## src/rtl/sprite_fb_blitter.sv

```systemverilog
// sprite_fb_blitter: streams a sprite from a synchronous ROM into the frame-buffer index RAM,
// one pixel per clock, skipping transparent pixels and clipping at the right/bottom edges.
module sprite_fb_blitter #(
    parameter int SPR_W  = 21,
    parameter int SPR_H  = 45,
    parameter int FB_W   = 160,
    parameter int FB_H   = 120,
    parameter int IDX_W  = 5,
    parameter int TRANSP = 0
) (
    input  logic             vga_clk,
    input  logic             reset,
    input  logic             start,
    input  logic [7:0]       pos_x,
    input  logic [6:0]       pos_y,
    output logic             busy,
    output logic             done,
    output logic [10:0]      spr_rom_addr,
    input  logic [IDX_W-1:0] spr_rom_q,
    output logic             fb_we,
    output logic [14:0]      fb_addr,
    output logic [IDX_W-1:0] fb_data
);
    localparam int N  = SPR_W * SPR_H;
    localparam int CW = $clog2(SPR_W);
    localparam int RW = $clog2(SPR_H);

    typedef enum logic [1:0] {IDLE, RUN, DRAIN, DONE} state_t;

    state_t          state, state_nx;
    logic [7:0]      px;
    logic [6:0]      py;
    logic [CW-1:0]   col;
    logic [RW-1:0]   row;
    logic [10:0]     addr;
    logic            dcnt;
    logic            last, col_wrap;
    logic [8:0]      x;
    logic [7:0]      y;
    logic            inb;
    logic [14:0]     fa;
    logic            s1_v, s1_inb;
    logic [14:0]     s1_addr;
    logic            wr;

    assign last     = addr == 11'(N - 1);
    assign col_wrap = col == CW'(SPR_W - 1);
    // Wide enough that an off-screen target can never wrap back on-screen
    assign x   = 9'(px) + 9'(col);
    assign y   = 8'(py) + 8'(row);
    assign inb = (x < 9'(FB_W)) && (y < 8'(FB_H));
    assign fa  = 15'(y) * 15'(FB_W) + 15'(x);
    assign wr  = s1_v && s1_inb && (spr_rom_q != IDX_W'(TRANSP));
    assign spr_rom_addr = addr;

    always_ff @(posedge vga_clk)
        if (reset) state <= IDLE;
        else       state <= state_nx;

    always_comb begin
        state_nx = state;
        case (state)
            IDLE:    state_nx = start ? RUN : IDLE;
            RUN:     state_nx = last ? DRAIN : RUN;
            DRAIN:   state_nx = dcnt ? DONE : DRAIN;
            default: state_nx = IDLE;
        endcase
    end

    always_comb begin
        busy = (state == RUN) || (state == DRAIN);
        done = state == DONE;
    end

    always_ff @(posedge vga_clk) begin
        if (reset) begin
            px      <= '0;
            py      <= '0;
            col     <= '0;
            row     <= '0;
            addr    <= '0;
            dcnt    <= 1'b0;
            s1_v    <= 1'b0;
            s1_inb  <= 1'b0;
            s1_addr <= '0;
            fb_we   <= 1'b0;
            fb_addr <= '0;
            fb_data <= '0;
        end else begin
            if (state == IDLE && start) begin
                px   <= pos_x;
                py   <= pos_y;
                col  <= '0;
                row  <= '0;
                addr <= '0;
            end else if (state == RUN && !last) begin
                addr <= addr + 11'd1;
                col  <= col_wrap ? '0 : col + CW'(1);
                row  <= col_wrap ? row + RW'(1) : row;
            end
            dcnt    <= (state == DRAIN) ? ~dcnt : 1'b0;
            s1_v    <= state == RUN;
            s1_inb  <= inb;
            s1_addr <= fa;
            fb_we   <= wr;
            if (wr) begin
                fb_addr <= s1_addr;
                fb_data <= spr_rom_q;
            end
        end
    end
endmodule

```

## config.mk

```make
export PLATFORM = sky130hd
export DESIGN_NAME = sprite_fb_blitter
export DESIGN_NICKNAME = d
export VERILOG_FILES = /design/src/rtl/sprite_fb_blitter.sv
export SDC_FILE = /design/constraint.sdc
export NUM_CORES = 1
export LEC_CHECK = 0
export CORE_MARGIN = 8
export CORE_UTILIZATION = 35
export CTS_BUF_LIST = sky130_fd_sc_hd__clkbuf_16
export CTS_CLUSTER_DIAMETER = 80
export CTS_CLUSTER_SIZE = 28
export DETAILED_ROUTE_END_ITERATION = 10
export GPL_TIMING_DRIVEN = 1
export PLACE_DENSITY = 0.67
export SETUP_SLACK_MARGIN = 0.05
export SYNTH_ARGS = -nofsm -noshare
export SYNTH_HDL_FRONTEND = slang
export SYNTH_SLANG_ARGS = --single-unit
```

## constraint.sdc

```tcl
create_clock -name vga_clk -period 4.8 [get_ports vga_clk]
set_input_delay 0.96 -clock vga_clk [delete_from_list [all_inputs] [get_ports vga_clk]]
set_output_delay 0.96 -clock vga_clk [all_outputs]
set_load 0.05 [all_outputs]
```

=== Word level (Yosys, flattened, before mapping) ===
Cells that the tools add are included.

* Muxes and demuxes: 5
* Multipliers: 1
* Add/subtract/negate cells: 6
* Equality and inequality tests: 5
* Magnitude comparators: 2
* Bitwise logic cells: 2
* Reductions and logical operators: 12

{| class="wikitable"
|+ Operators with widths
! operator !! count
|-
| adder 15 x 9 -> 15 bit || 1
|-
| adder 11 x 1 -> 11 bit, second input constant || 1
|-
| equality test 11 x 10 -> 1 bit, second input constant || 1
|-
| multiplier 8 x 3 -> 10 bit, second input constant || 1
|-
| adder 8 x 5 -> 9 bit || 1
|-
| < comparator 9 x 8 -> 1 bit, second input constant || 1
|-
| adder 7 x 6 -> 8 bit || 1
|-
| < comparator 8 x 7 -> 1 bit, second input constant || 1
|-
| adder 6 x 1 -> 6 bit, second input constant || 1
|-
| case mux 2 bit (3 select lines) || 1
|-
| adder 5 x 1 -> 5 bit, second input constant || 1
|-
| equality test 5 bit, second input constant || 1
|-
| logical AND 1 bit || 5
|-
| two-way mux 5 bit || 1
|-
| nonzero test 5 bit || 1
|-
| equality test 2 bit, second input constant || 2
|-
| OR reduction 2 bit || 2
|-
| equality test 2 x 1 -> 1 bit, second input constant || 1
|-
| zero test 2 bit || 1
|-
| two-way mux 1 bit || 2
|-
| two-way mux 2 bit || 1
|-
| NOT 1 bit || 2
|-
| AND reduction 2 bit || 1
|-
| zero test 1 bit || 1
|-
| logical OR 1 bit || 1
|}

* Input bits: 23
* Bits in registers: 78
* Output and inout bits: 34

=== Depth between registers and ports, before layout ===
Gate-level depths: netlist (run 1).

* Word-level depth: 4
* Depth in mapped cells: 18

=== Least setup slack after synthesis (run 1) ===
Ideal clock, no wire load.

* Path type: register to register
* From: register row[1]
* To: register s1_addr[14]
* Arrival: 3.348 ns
* Library setup time: 0.058 ns
* Slack: 1.394 ns
* Stages on the path, launching flop included: 16
* Period minus slack after synthesis: 3.406 ns
* Data required time: 4.742 ns
* Path buffers: 0
* Cell sequence: dfxtp_1 ha_1 a21oi_1 a2bb2oi_1 nand2b_1 a21oi_1 xnor2_1 ha_1 ha_1 nor2b_1 o31a_1 or2_1 maj3_2 nand2b_1 a211o_1 nand2_1

* Longest elaborated chain between the ends: 3

{| class="wikitable"
|+ RTL lines
! element !! line !! source
|-
| start, declared || 34 || <nowiki>logic [RW-1:0] row;</nowiki>
|-
| start signal, assigned || 99 || <nowiki>row <= col_wrap ? row + RW'(1) : row;</nowiki>
|-
| adder 7 x 6 -> 8 bit || 50 || <nowiki>assign y = 8'(py) + 8'(row);</nowiki>
|-
| multiplier 8 x 3 -> 10 bit || 52 || <nowiki>assign fa = 15'(y) * 15'(FB_W) + 15'(x);</nowiki>
|-
| adder 15 x 9 -> 15 bit || 52 ||
|-
| end signal, assigned || 85 || <nowiki>s1_addr <= '0;</nowiki>
|-
| end signal, assigned || 104 || <nowiki>s1_addr <= fa;</nowiki>
|-
| end, declared || 43 || <nowiki>logic [14:0] s1_addr;</nowiki>
|}

Every way passes these cells.
A chain may end at the register's enable or synchronous reset.

=== Worst setup path after layout (run 1) ===
Ends and elaborated chain as after synthesis.

==> results of run 1 <==
-- per-stage QoR --
stage / hold WS, ns / utilization
3_3_place_gp: 0.409 / 0.422
5_1_grt: 0.466 / 0.448
2_1_floorplan: 0.399 / -
4_1_cts: 0.425 / 0.448
6_report: 0.427 / 0.448
3_5_place_dp: 0.417 / 0.422
-- placed cells by master, fill, tap and decap left out, types with 2 or more instances in the layout --
master           netlist  layout
or3_1                  3       3
inv_1                 19      19
nand3_1                9       9
o21a_1                 3       3
a32oi_1                2       2
nor2b_1               11      11
and3_1                 4       4
xor2_1                21      21
o21bai_1               2       2
o21ai_0                5       5
a21o_1                 4       4
ha_1                  34      34
mux2i_1               18      18
a211oi_1               2       2
and4_1                 3       3
nor2_1                61      61
xnor2_1               18      18
nand4_1                9       9
and2_1                 4       4
clkinv_4               0       3
clkdlybuf4s50_1        0      55
dfxtp_1               78      78
nand2_1               46      46
nor3_1                 5       5
clkbuf_16              0       9
or2_1                  2       2
nand2b_1               8       8
fa_1                   4       4
buf_4                  1       2
a21oi_1               29      29
-- area by class of cell --
class / instances / area [um^2]
fillers: 1072 / 5980
multi-input cells: 323 / 2190
flip-flops and latches: 78 / 1560
repair buffers: 58 / 571
clock buffers: 9 / 225
well taps: 140 / 175
inverters: 19 / 71.3
clock inverters: 7 / 58.8
-- cells by family (layout without fill, tap and decap cells) --
family                   Yosys count  count (layout)  share of synthesized area
AND/OR/NAND/NOR                  170             170                      0.204
XOR/XNOR                          39              39                     0.0877
AO/OA/AOI/OAI                     57              57                     0.0925
buffers and inverters             35              93                     0.0360
flip-flops                        78              78                      0.401
adder cells (fa/ha/maj)           39              39                      0.133
multiplexers                      18              18                     0.0462
-- synthesized netlist by cell type, types with 2 or more instances --
library cell and number:
nand3_1 9, nand2_1 46, and4_1 3, buf_2 4, and3_1 4, and2_1 4
xor2_1 21, mux2i_1 18, nor2_1 61, or2_1 2, fa_1 4, o21ai_0 5
nand4_1 9, dfxtp_1 78, a21o_1 4, nor2b_1 11, ha_1 34, a211oi_1 2
inv_1 19, nand2b_1 8, a32oi_1 2, clkbuf_1 9, nor3_1 5, o21a_1 3
buf_1 2, or3_1 3, o21bai_1 2, xnor2_1 18, a21oi_1 29
-- metal layers --
metal,routed length (um),vias up
li1,-,1571
met1,3820,1370
met2,3640,67
met3,549,19
met4,244,0
met5,0,-
-- worst max-delay path: cells and delay by family, from the launching register on --
kind / cells / cell delay [ns]
AOI/OAI and AO/OA: 5 / 1.10
xor gates and xnor gates: 1 / 0.19
adders and majority gates: 4 / 1.22
DFF: 1 / 0.42
and+or+nand+nor: 5 / 0.68
-- flip-flops by register name, indices dropped and copies added (netlist names), 2 cells and up --
| register | cells |
|---|---|
| spr_rom_addr | 11 |
| py | 7 |
| col | 5 |
| s1_addr | 15 |
| px | 8 |
| fb_addr | 15 |
| row | 6 |
| fb_data | 5 |
| state | 2 |
-- worst paths after layout --
path,slack (ns),end,startpoint
max,1.14,s1_addr[14]$_SDFF_PP0_,row[1]$_SDFFE_PP0P_
max reg2reg,1.14,s1_addr[14]$_SDFF_PP0_,row[1]$_SDFFE_PP0P_
min,0.43,dcnt$_SDFF_PP0_,dcnt$_SDFF_PP0_
min reg2reg,0.43,dcnt$_SDFF_PP0_,dcnt$_SDFF_PP0_
-- power by group through the flow --
stage,Clock (uW),Sequential (uW),Combinational (uW)
6_report,631,684,155
5_1_grt,678,687,174
4_1_cts,648,684,158
3_5_place_dp,0,699,156
3_3_place_gp,0,698,153
2_1_floorplan,0,705,99.2
==> flow_metrics.py, run 1 <==
metrics = {
    "timing": {
        "rsz0062_at_grt": "false",
        "finalSetupViolCount": 0,
        "fin_ws_ns": 1.14,
        "max_slew_margin": 0.568,
        "period_minus_slack_ns": 3.66,
        "fmax_ghz": 0.273,
        "maxSlewViolCount": 0,
        "finalClockSkew_ns": 0.00704,
        "final.period_utilization": 0.763,
        "finalSetupTns_ns": 0,
        "hold_viol_final": 0,
        "worstMarginPinSlew_ns": 0.649,
    },
    "layout": {
        "stdcell_count": 634,
        "antennaDiodeCount": 0,
        "drive_gt1_frac": 0.0445,
        "final_area_um2": 4860,
        "area_growth_pct": 24.7,
        "final_net_count": 550,
    },
    "placement": {
        "placement.io_buffers": 56,
        "dp_hpwl_um": 6200,
        "gp_congestion": 0.861,
        "place_inst": 618,
        "placed_area_um2": 4570,
        "post-place-ws_ns": 1.15,
    },
    "power_and_ir_drop": {
        "vdd_ir_drop_max_mv": 0.214,
        "pwr_density_cell_nw_per_um2": 303,
        "p_seq_frac": 0.465,
        "clockPowerShare": 0.429,
        "comb_power_share": 0.106,
        "intPower_uw": 1090,
        "power.total_uw": 1470,
        "power_switching_uw": 378,
        "leakagePower_uw": 0.00206,
        "netSwitchingFraction": 0.257,
    },
    "cts": {
        "worstSkewPairLatency_ns": 0.33,
        "clk_pin_slew_ns": 0.06,
        "cts_tree": "done",
        "cts_hold_buf": 0,
        "cts_buffer_depth": 2,
        "cts_root_buffer": "clkbuf_16",
        "htreeDepth": 3,
        "post_cts_buffers": 0,
        "post_cts_resize_count": 0,
        "cts-buffers-inserted": 9,
        "clkSinkCount": 78,
    },
    "floorplan": {
        "start_util": 0.359,
        "chipWidth_um": 122,
        "core_area_um2": 10800,
        "dieHeight_um": 122,
        "ios": 57,
        "num_rows": 38,
        "dieArea_um2": 14800,
    },
    "yosys": {
        "synth_flop_cell": "dfxtp_1",
        "avgSynthCellArea_um2": 8.94,
        "ys_seq_elements": 78,
        "synth_area_leaders": "dfxtp_1 (40%), ha_1 (11%), nor2_1 (5.9%)",
        "yosys_warnings": 0,
        "synthCells": 436,
        "syn_area_um2": 3900,
        "synth_cell_types": 46,
        "synth-edff-count": 0,
        "synthArstFlopShare": 0,
        "ys_seq_area_frac": 0.401,
        "synth_top_area_frac": 0.401,
        "synthesis.nets": 497,
        "yosysTopAreaCell": "dfxtp_1",
    },
    "worst_setup_path": {
        "cp.required_ns": 5.08,
        "slowest_stage": "dfxtp_1",
        "path_max_fanout": 5,
        "end_kind": "flop",
        "crit_type": "reg -> reg",
        "crit_chain": "ha_1 > a21oi_1 > a2bb2oi_1 > nand2b_1 > a21oi_1 > xnor2_1 > ha_1 > ha_1 > nor2b_1 > o31a_1 > or2_1 > maj3_2 > nand2b_1 > a211o_1 > nand2_1",
        "max_stage_delay_ns": 0.42,
        "worst_r2r_path_depth": 15,
        "arrival_ns": 3.94,
        "worst_path_most_repeated_cell": "ha_1",
        "start_kind": "flop",
    },
    "grt": {
        "use_met3": 0.0442,
        "grt_pass1_vias": 3010,
        "grt_use_met2": 0.186,
        "track_usage": 0.116,
        "grt_max_degree": 58,
        "overflow": 0,
        "antenna_found_initial": 0,
        "grt_pass1_wl_um": 14000,
        "busiest_layer": "met2",
        "met1_usage": 0.135,
    },
    "drt": {
        "first_pass_iters": 4,
        "drc_errors": 0,
        "wirelength_um": 8250,
        "ant_nets": 0,
        "vias": 3027,
        "vias_per_cell": 4.77,
        "drt_iter0_drc": 146,
        "routedWlPerCell_um": 13.0,
    },
    "worst_hold_path": {
        "hp-class": "reg -> reg",
        "hold_path_depth": 1,
    },
    "run_status": {
        "status": "finished, final reports clean",
    },
    "run": {
        "drv_cap": 0,
    },
}
(Power assumes the default switching activity.)
==> run 2, diff against run 1 <==
Settings changed: PLACE_DENSITY 0.67 to 0.69.
Clock period 4.8 ns to 3.1 ns, I/O delays scaled along.
==> run 2 against run 1 <==
Effect of this change: the run now ends with negative setup slack left; maximum frequency increased by 13%; cell area up 14%; first-iteration DRC count fell by 11%; clock-buffer cell count is the same; critical path type unchanged.
==> flow_metrics.py, run 2 (synthesis gave the netlist of run 1 again) <==
metrics = {
    "run_status": {
        "status": "finished with violations",
        "failed_checks": "negative setup slack",
    },
    "floorplan": {
        "start_util": 0.359,
        "core_area_um2": 10800,
        "ios": 57,
        "chipWidth_um": 122,
        "dieArea_um2": 14800,
        "dieHeight_um": 122,
        "num_rows": 38,
    },
    "grt": {
        "grt_pass1_wl_um": 14400,
        "grt_max_degree": 25,
        "overflow": 0,
        "grt_pass1_vias": 3180,
        "track_usage": 0.120,
        "antenna_found_initial": 0,
    },
    "power_and_ir_drop": {
        "pwr_density_cell_nw_per_um2": 431,
        "leakagePower_uw": 0.00241,
        "netSwitchingFraction": 0.245,
        "comb_power_share": 0.129,
        "p_seq_frac": 0.444,
        "intPower_uw": 1810,
        "power_switching_uw": 586,
        "vdd_ir_drop_max_mv": 0.243,
        "clockPowerShare": 0.427,
    },
    "drt": {
        "first_pass_iters": 4,
        "drt_iter0_drc": 130,
        "drc_errors": 0,
        "wirelength_um": 8860,
        "routedWlPerCell_um": 12.8,
        "vias_per_cell": 4.68,
        "vias": 3241,
        "ant_nets": 0,
    },
    "layout": {
        "stdcell_count": 692,
        "final_net_count": 608,
        "fin_util": 0.511,
        "area_growth_pct": 42.3,
        "final_common_cell": "dfxtp_1",
        "seq_area_um2": 1570,
        "multi_input_area_um2": 2410,
        "antennaDiodeCount": 0,
        "mostFrequentLayoutCells": "dfxtp_1 (71), nor2_1 (60), buf_4 (56)",
        "num-fill-cells": 954,
        "final_area_um2": 5540,
        "drive_gt1_frac": 0.219,
    },
    "worst_setup_path": {
        "crit_end": "s1_addr[14]$_SDFF_PP0_",
        "cp.required_ns": 3.38,
        "arrival_ns": 3.54,
        "r2r-end": "s1_addr[14]$_SDFF_PP0_",
        "crit_type": "reg -> reg",
        "rr_startpoint": "row[1]$_SDFFE_PP0P_",
        "start_kind": "flop",
        "path_max_fanout": 4,
        "rrSetupSlack_ns": -0.15,
        "cp-startpoint": "row[1]$_SDFFE_PP0P_",
        "end_kind": "flop",
        "worst_r2r_path_depth": 15,
    },
    "cts": {
        "clkSinkCount": 78,
        "cts-buffers-inserted": 9,
        "cts_hold_buf": 0,
        "cts_root_buffer": "clkbuf_16",
        "cts_tree": "done",
        "htreeDepth": 3,
        "cts_buffer_depth": 2,
        "worstSkewPairLatency_ns": 0.34,
        "clk_pin_slew_ns": 0.06,
    },
    "timing": {
        "rsz0062_at_grt": "true",
        "finalSetupViolCount": 2,
        "fin_ws_ns": -0.153,
        "worstMarginPinSlew_ns": 0.671,
        "fmax_ghz": 0.307,
        "finalClockSkew_ns": 0.00572,
        "hold_viol_final": 0,
        "period_minus_slack_ns": 3.25,
        "max_slew_margin": 0.552,
        "maxSlewViolCount": 0,
        "final.period_utilization": 1.05,
    },
    "placement": {
        "post-place-ws_ns": -0.243,
        "dp_hpwl_um": 6500,
        "placement.io_buffers": 56,
        "gp_congestion": 0.850,
        "placed_area_um2": 4950,
        "place_inst": 659,
    },
    "worst_hold_path": {
        "hp-class": "reg -> reg",
    },
    "run": {
        "drv_cap": 0,
    },
}
## run 2: power by group through the flow
stage          Clock (uW)  Sequential, uW  Combinational [uW]
6_report             1020            1060                 308
5_1_grt              1080            1070                 340
4_1_cts              1040            1060                 298
3_5_place_dp            0            1080                 281
3_3_place_gp            0            1080                 277
2_1_floorplan           0            1090                 159
## run 2: final cells by class
cell class | count | share of cell area
multi-input cells | 323 | 0.434
repair buffers | 116 | 0.186
clock inverters | 7 | 0.0115
inverters | 19 | 0.0129
well taps | 140 | 0.0316
flip-flops and latches | 78 | 0.284
clock buffers | 9 | 0.0406
## run 2: critical path, stage by stage, from the launching register on
cell	delay, ns
dfxtp_2	0.34
ha_4	0.24
a21oi_4	0.15
a2bb2oi_2	0.17
nand2b_1	0.08
a21oi_2	0.17
xnor2_2	0.08
ha_1	0.34
ha_4	0.25
nor2b_1	0.14
o31a_1	0.25
or2_1	0.21
maj3_2	0.32
nand2b_4	0.14
a211o_1	0.25
nand2_1	0.06
## run 2: stage by stage
stage	hold WS (ns)	TNS (ns)	power [uW]
2_1_floorplan	0.399	-0.122	1250
6_report	0.418	-0.188	2390
3_3_place_gp	0.406	-0.249	1360
5_1_grt	0.454	-0.866	2490
4_1_cts	0.419	-0.210	2400
3_5_place_dp	0.410	-0.507	1360
## run 2: timing repair
item | in CTS | in global routing
gates resized for setup | 24 | 18
setup buffers | 11 | 7
pin swaps | 25 | 19
cloned | 0 | 0
setup endpoints to repair | 6 | 7
## run 2: per-layer routing
| layer | up-vias | global-route usage | share of wire |
|---|---|---|---|
| li1 | 1683 | - | - |
| met1 | 1472 | 0.134 | 0.45 |
| met2 | 68 | 0.200 | 0.46 |
| met3 | 18 | 0.0451 | 0.071 |
| met4 | 0 | 0.0571 | 0.025 |
| met5 | - | 0 | 0 |
## run 2: worst min-delay path by stage
stage          cells past startpoint             from         endpoint  slack [ns]
2_1_floorplan                      1  dcnt$_SDFF_PP0_  dcnt$_SDFF_PP0_        0.40
3_3_place_gp                       1  dcnt$_SDFF_PP0_  dcnt$_SDFF_PP0_        0.41
3_5_place_dp                       1  dcnt$_SDFF_PP0_  dcnt$_SDFF_PP0_        0.41
4_1_cts                            1  dcnt$_SDFF_PP0_  dcnt$_SDFF_PP0_        0.42
5_1_grt                            1  dcnt$_SDFF_PP0_  dcnt$_SDFF_PP0_        0.45
6_report                           1  dcnt$_SDFF_PP0_  dcnt$_SDFF_PP0_        0.42
==> run 3, diff against run 2 <==
Settings changed: CTS_BUF_LIST sky130_fd_sc_hd__clkbuf_16 to sky130_fd_sc_hd__clkbuf_8.
==> run 3 against run 2 <==
Effect of this change: the run still ends with negative setup slack left; utilization down 1.2 points; largest power group unchanged; largest cell class unchanged; critical path depth did not move; maximum frequency decreased by 0.88%; flip-flop and latch count stayed put; clock power shrank 26%; critical path type unchanged.
==> flow_metrics.py, run 3 (synthesis gave the netlist of run 1 again) <==
metrics = {
    "grt": {
        "grt_pass1_vias": 3131,
        "grt_max_degree": 25,
        "antenna_found_initial": 0,
        "grt_pass1_wl_um": 14200,
        "overflow": 0,
        "track_usage": 0.119,
    },
    "cts": {
        "clk_pin_slew_ns": 0.08,
        "cts_hold_buf": 0,
        "cts_tree": "done",
        "clkSinkCount": 78,
        "cts_buffer_depth": 2,
        "cts-buffers-inserted": 9,
        "htreeDepth": 3,
        "cts_root_buffer": "clkbuf_8",
        "worstSkewPairLatency_ns": 0.35,
    },
    "floorplan": {
        "num_rows": 38,
        "start_util": 0.359,
        "dieArea_um2": 14800,
        "chipWidth_um": 122,
        "ios": 57,
        "dieHeight_um": 122,
        "core_area_um2": 10800,
    },
    "worst_setup_path": {
        "end_kind": "flop",
        "cp.required_ns": 3.40,
        "start_kind": "flop",
        "worst_r2r_path_depth": 15,
        "path_max_fanout": 4,
        "crit_chain": "ha_4 > fa_2 > a21oi_2 > buf_4 > o2111ai_4 > xnor2_2 > xor2_1 > ha_1 > o21a_1 > o31a_1 > or2_1 > maj3_2 > nand2b_4 > a211o_1 > nand2_1",
        "crit_type": "reg -> reg",
        "max_stage_delay_ns": 0.35,
        "slowest_stage": "fa_2",
        "arrival_ns": 3.58,
    },
    "layout": {
        "mostFrequentLayoutCells": "dfxtp_1 (72), nor2_1 (60), clkdlybuf4s50_1 (55), buf_4 (55), nand2_1 (45)",
        "final_common_cell": "dfxtp_1",
        "fin_util": 0.499,
        "stdcell_count": 689,
        "area_growth_pct": 38.9,
        "final_net_count": 605,
        "antennaDiodeCount": 0,
        "drive_gt1_frac": 0.211,
        "num-fill-cells": 981,
    },
    "power_and_ir_drop": {
        "p_seq_frac": 0.501,
        "comb_power_share": 0.143,
        "power_switching_uw": 543,
        "intPower_uw": 1570,
        "pwr_density_cell_nw_per_um2": 391,
        "power.total_uw": 2120,
        "vdd_ir_drop_max_mv": 0.224,
        "netSwitchingFraction": 0.256,
        "leakagePower_uw": 0.00234,
        "clockPowerShare": 0.357,
    },
    "timing": {
        "period_minus_slack_ns": 3.28,
        "worstMarginPinSlew_ns": 0.662,
        "fmax_ghz": 0.305,
        "maxSlewViolCount": 0,
        "finalSetupTns_ns": -0.217,
        "rsz0062_at_grt": "true",
        "max_slew_margin": 0.559,
        "fin_ws_ns": -0.182,
        "finalSetupViolCount": 2,
        "hold_viol_final": 0,
        "finalClockSkew_ns": 0.0103,
        "final.period_utilization": 1.06,
    },
    "drt": {
        "drt_iter0_drc": 144,
        "ant_nets": 0,
        "vias": 3218,
        "vias_per_cell": 4.67,
        "drc_errors": 0,
        "wirelength_um": 8780,
        "routedWlPerCell_um": 12.7,
        "first_pass_iters": 6,
    },
    "placement": {
        "place_inst": 659,
        "gp_congestion": 0.850,
        "placement.io_buffers": 56,
        "post-place-ws_ns": -0.243,
        "dp_hpwl_um": 6500,
    },
    "run_status": {
        "failed_checks": "negative setup slack",
        "status": "finished with violations",
    },
    "worst_hold_path": {
        "hp-class": "reg -> reg",
        "hold_path_depth": 1,
    },
    "run": {
        "drv_cap": 0,
    },
}
[run 3: cell count changes in the layout (fill, tap and decap cells not counted), sizes merged]
| cell | delta |
|---|---|
| buf | -3 |
| clkbuf | +1 |
| clkinv | -1 |
[run 3: what timing repair did]
item / CTS / global route
pin swaps: 26 / 14
gates resized for setup: 23 / 14
endpoints found under the setup margin: 6 / 7
buffers inserted: 11 / 5
[run 3: through the flow]
| step | hold WS (ns) | instance area [um^2] |
|---|---|---|
| floorplan | 0.399 | 3950 |
| global placement | 0.406 | 4950 |
| detailed placement | 0.410 | 4950 |
| CTS | 0.423 | 5330 |
| global route | 0.458 | 5410 |
| finish | 0.421 | 5410 |
[run 3: area by class of cell]
type | count | area (um^2) | share of cell area
tap | 140 | 175 | 0.0324
inverter | 19 | 71.3 | 0.0132
multi-input combinational | 323 | 2400 | 0.443
clock inverter | 6 | 60.1 | 0.0111
clock buffer | 10 | 138 | 0.0254
sequential | 78 | 1570 | 0.290
timing repair buffer | 113 | 1000 | 0.185
[run 3: final timing paths]
| path | startpoint | end | slack (ns) |
|---|---|---|---|
| max | row[0]$_SDFFE_PP0P_ | s1_addr[14]$_SDFF_PP0_ | -0.18 |
| min | dcnt$_SDFF_PP0_ | dcnt$_SDFF_PP0_ | 0.42 |
| max reg2reg | row[0]$_SDFFE_PP0P_ | s1_addr[14]$_SDFF_PP0_ | -0.18 |
| min reg2reg | dcnt$_SDFF_PP0_ | dcnt$_SDFF_PP0_ | 0.42 |
[run 3: power by group through the flow]
stage | registers, uW | logic [uW] | clock network, uW
after global placement | 1080 | 277 | 0
after CTS | 1060 | 296 | 784
after detailed placement | 1080 | 281 | 0
after global routing | 1060 | 333 | 824
after floorplan | 1090 | 159 | 0
final | 1060 | 302 | 755
[run 3: routing by layer]
layer	up-vias	GRT usage	part of all wire
met5	-	0	0
met4	0	0.0416	0.013
met3	10	0.0442	0.068
met2	59	0.207	0.48
met1	1469	0.130	0.44
li1	1680	-	-
[run 3: worst max-delay path: cells and delay by family, from the launching register on]
family,cells,cell delay [ns]
flops,1,0.34
simple gates,3,0.42
xor+xnor,2,0.42
compound gates,5,0.81
fa+ha+maj,4,1.11
buf+inv,1,0.14
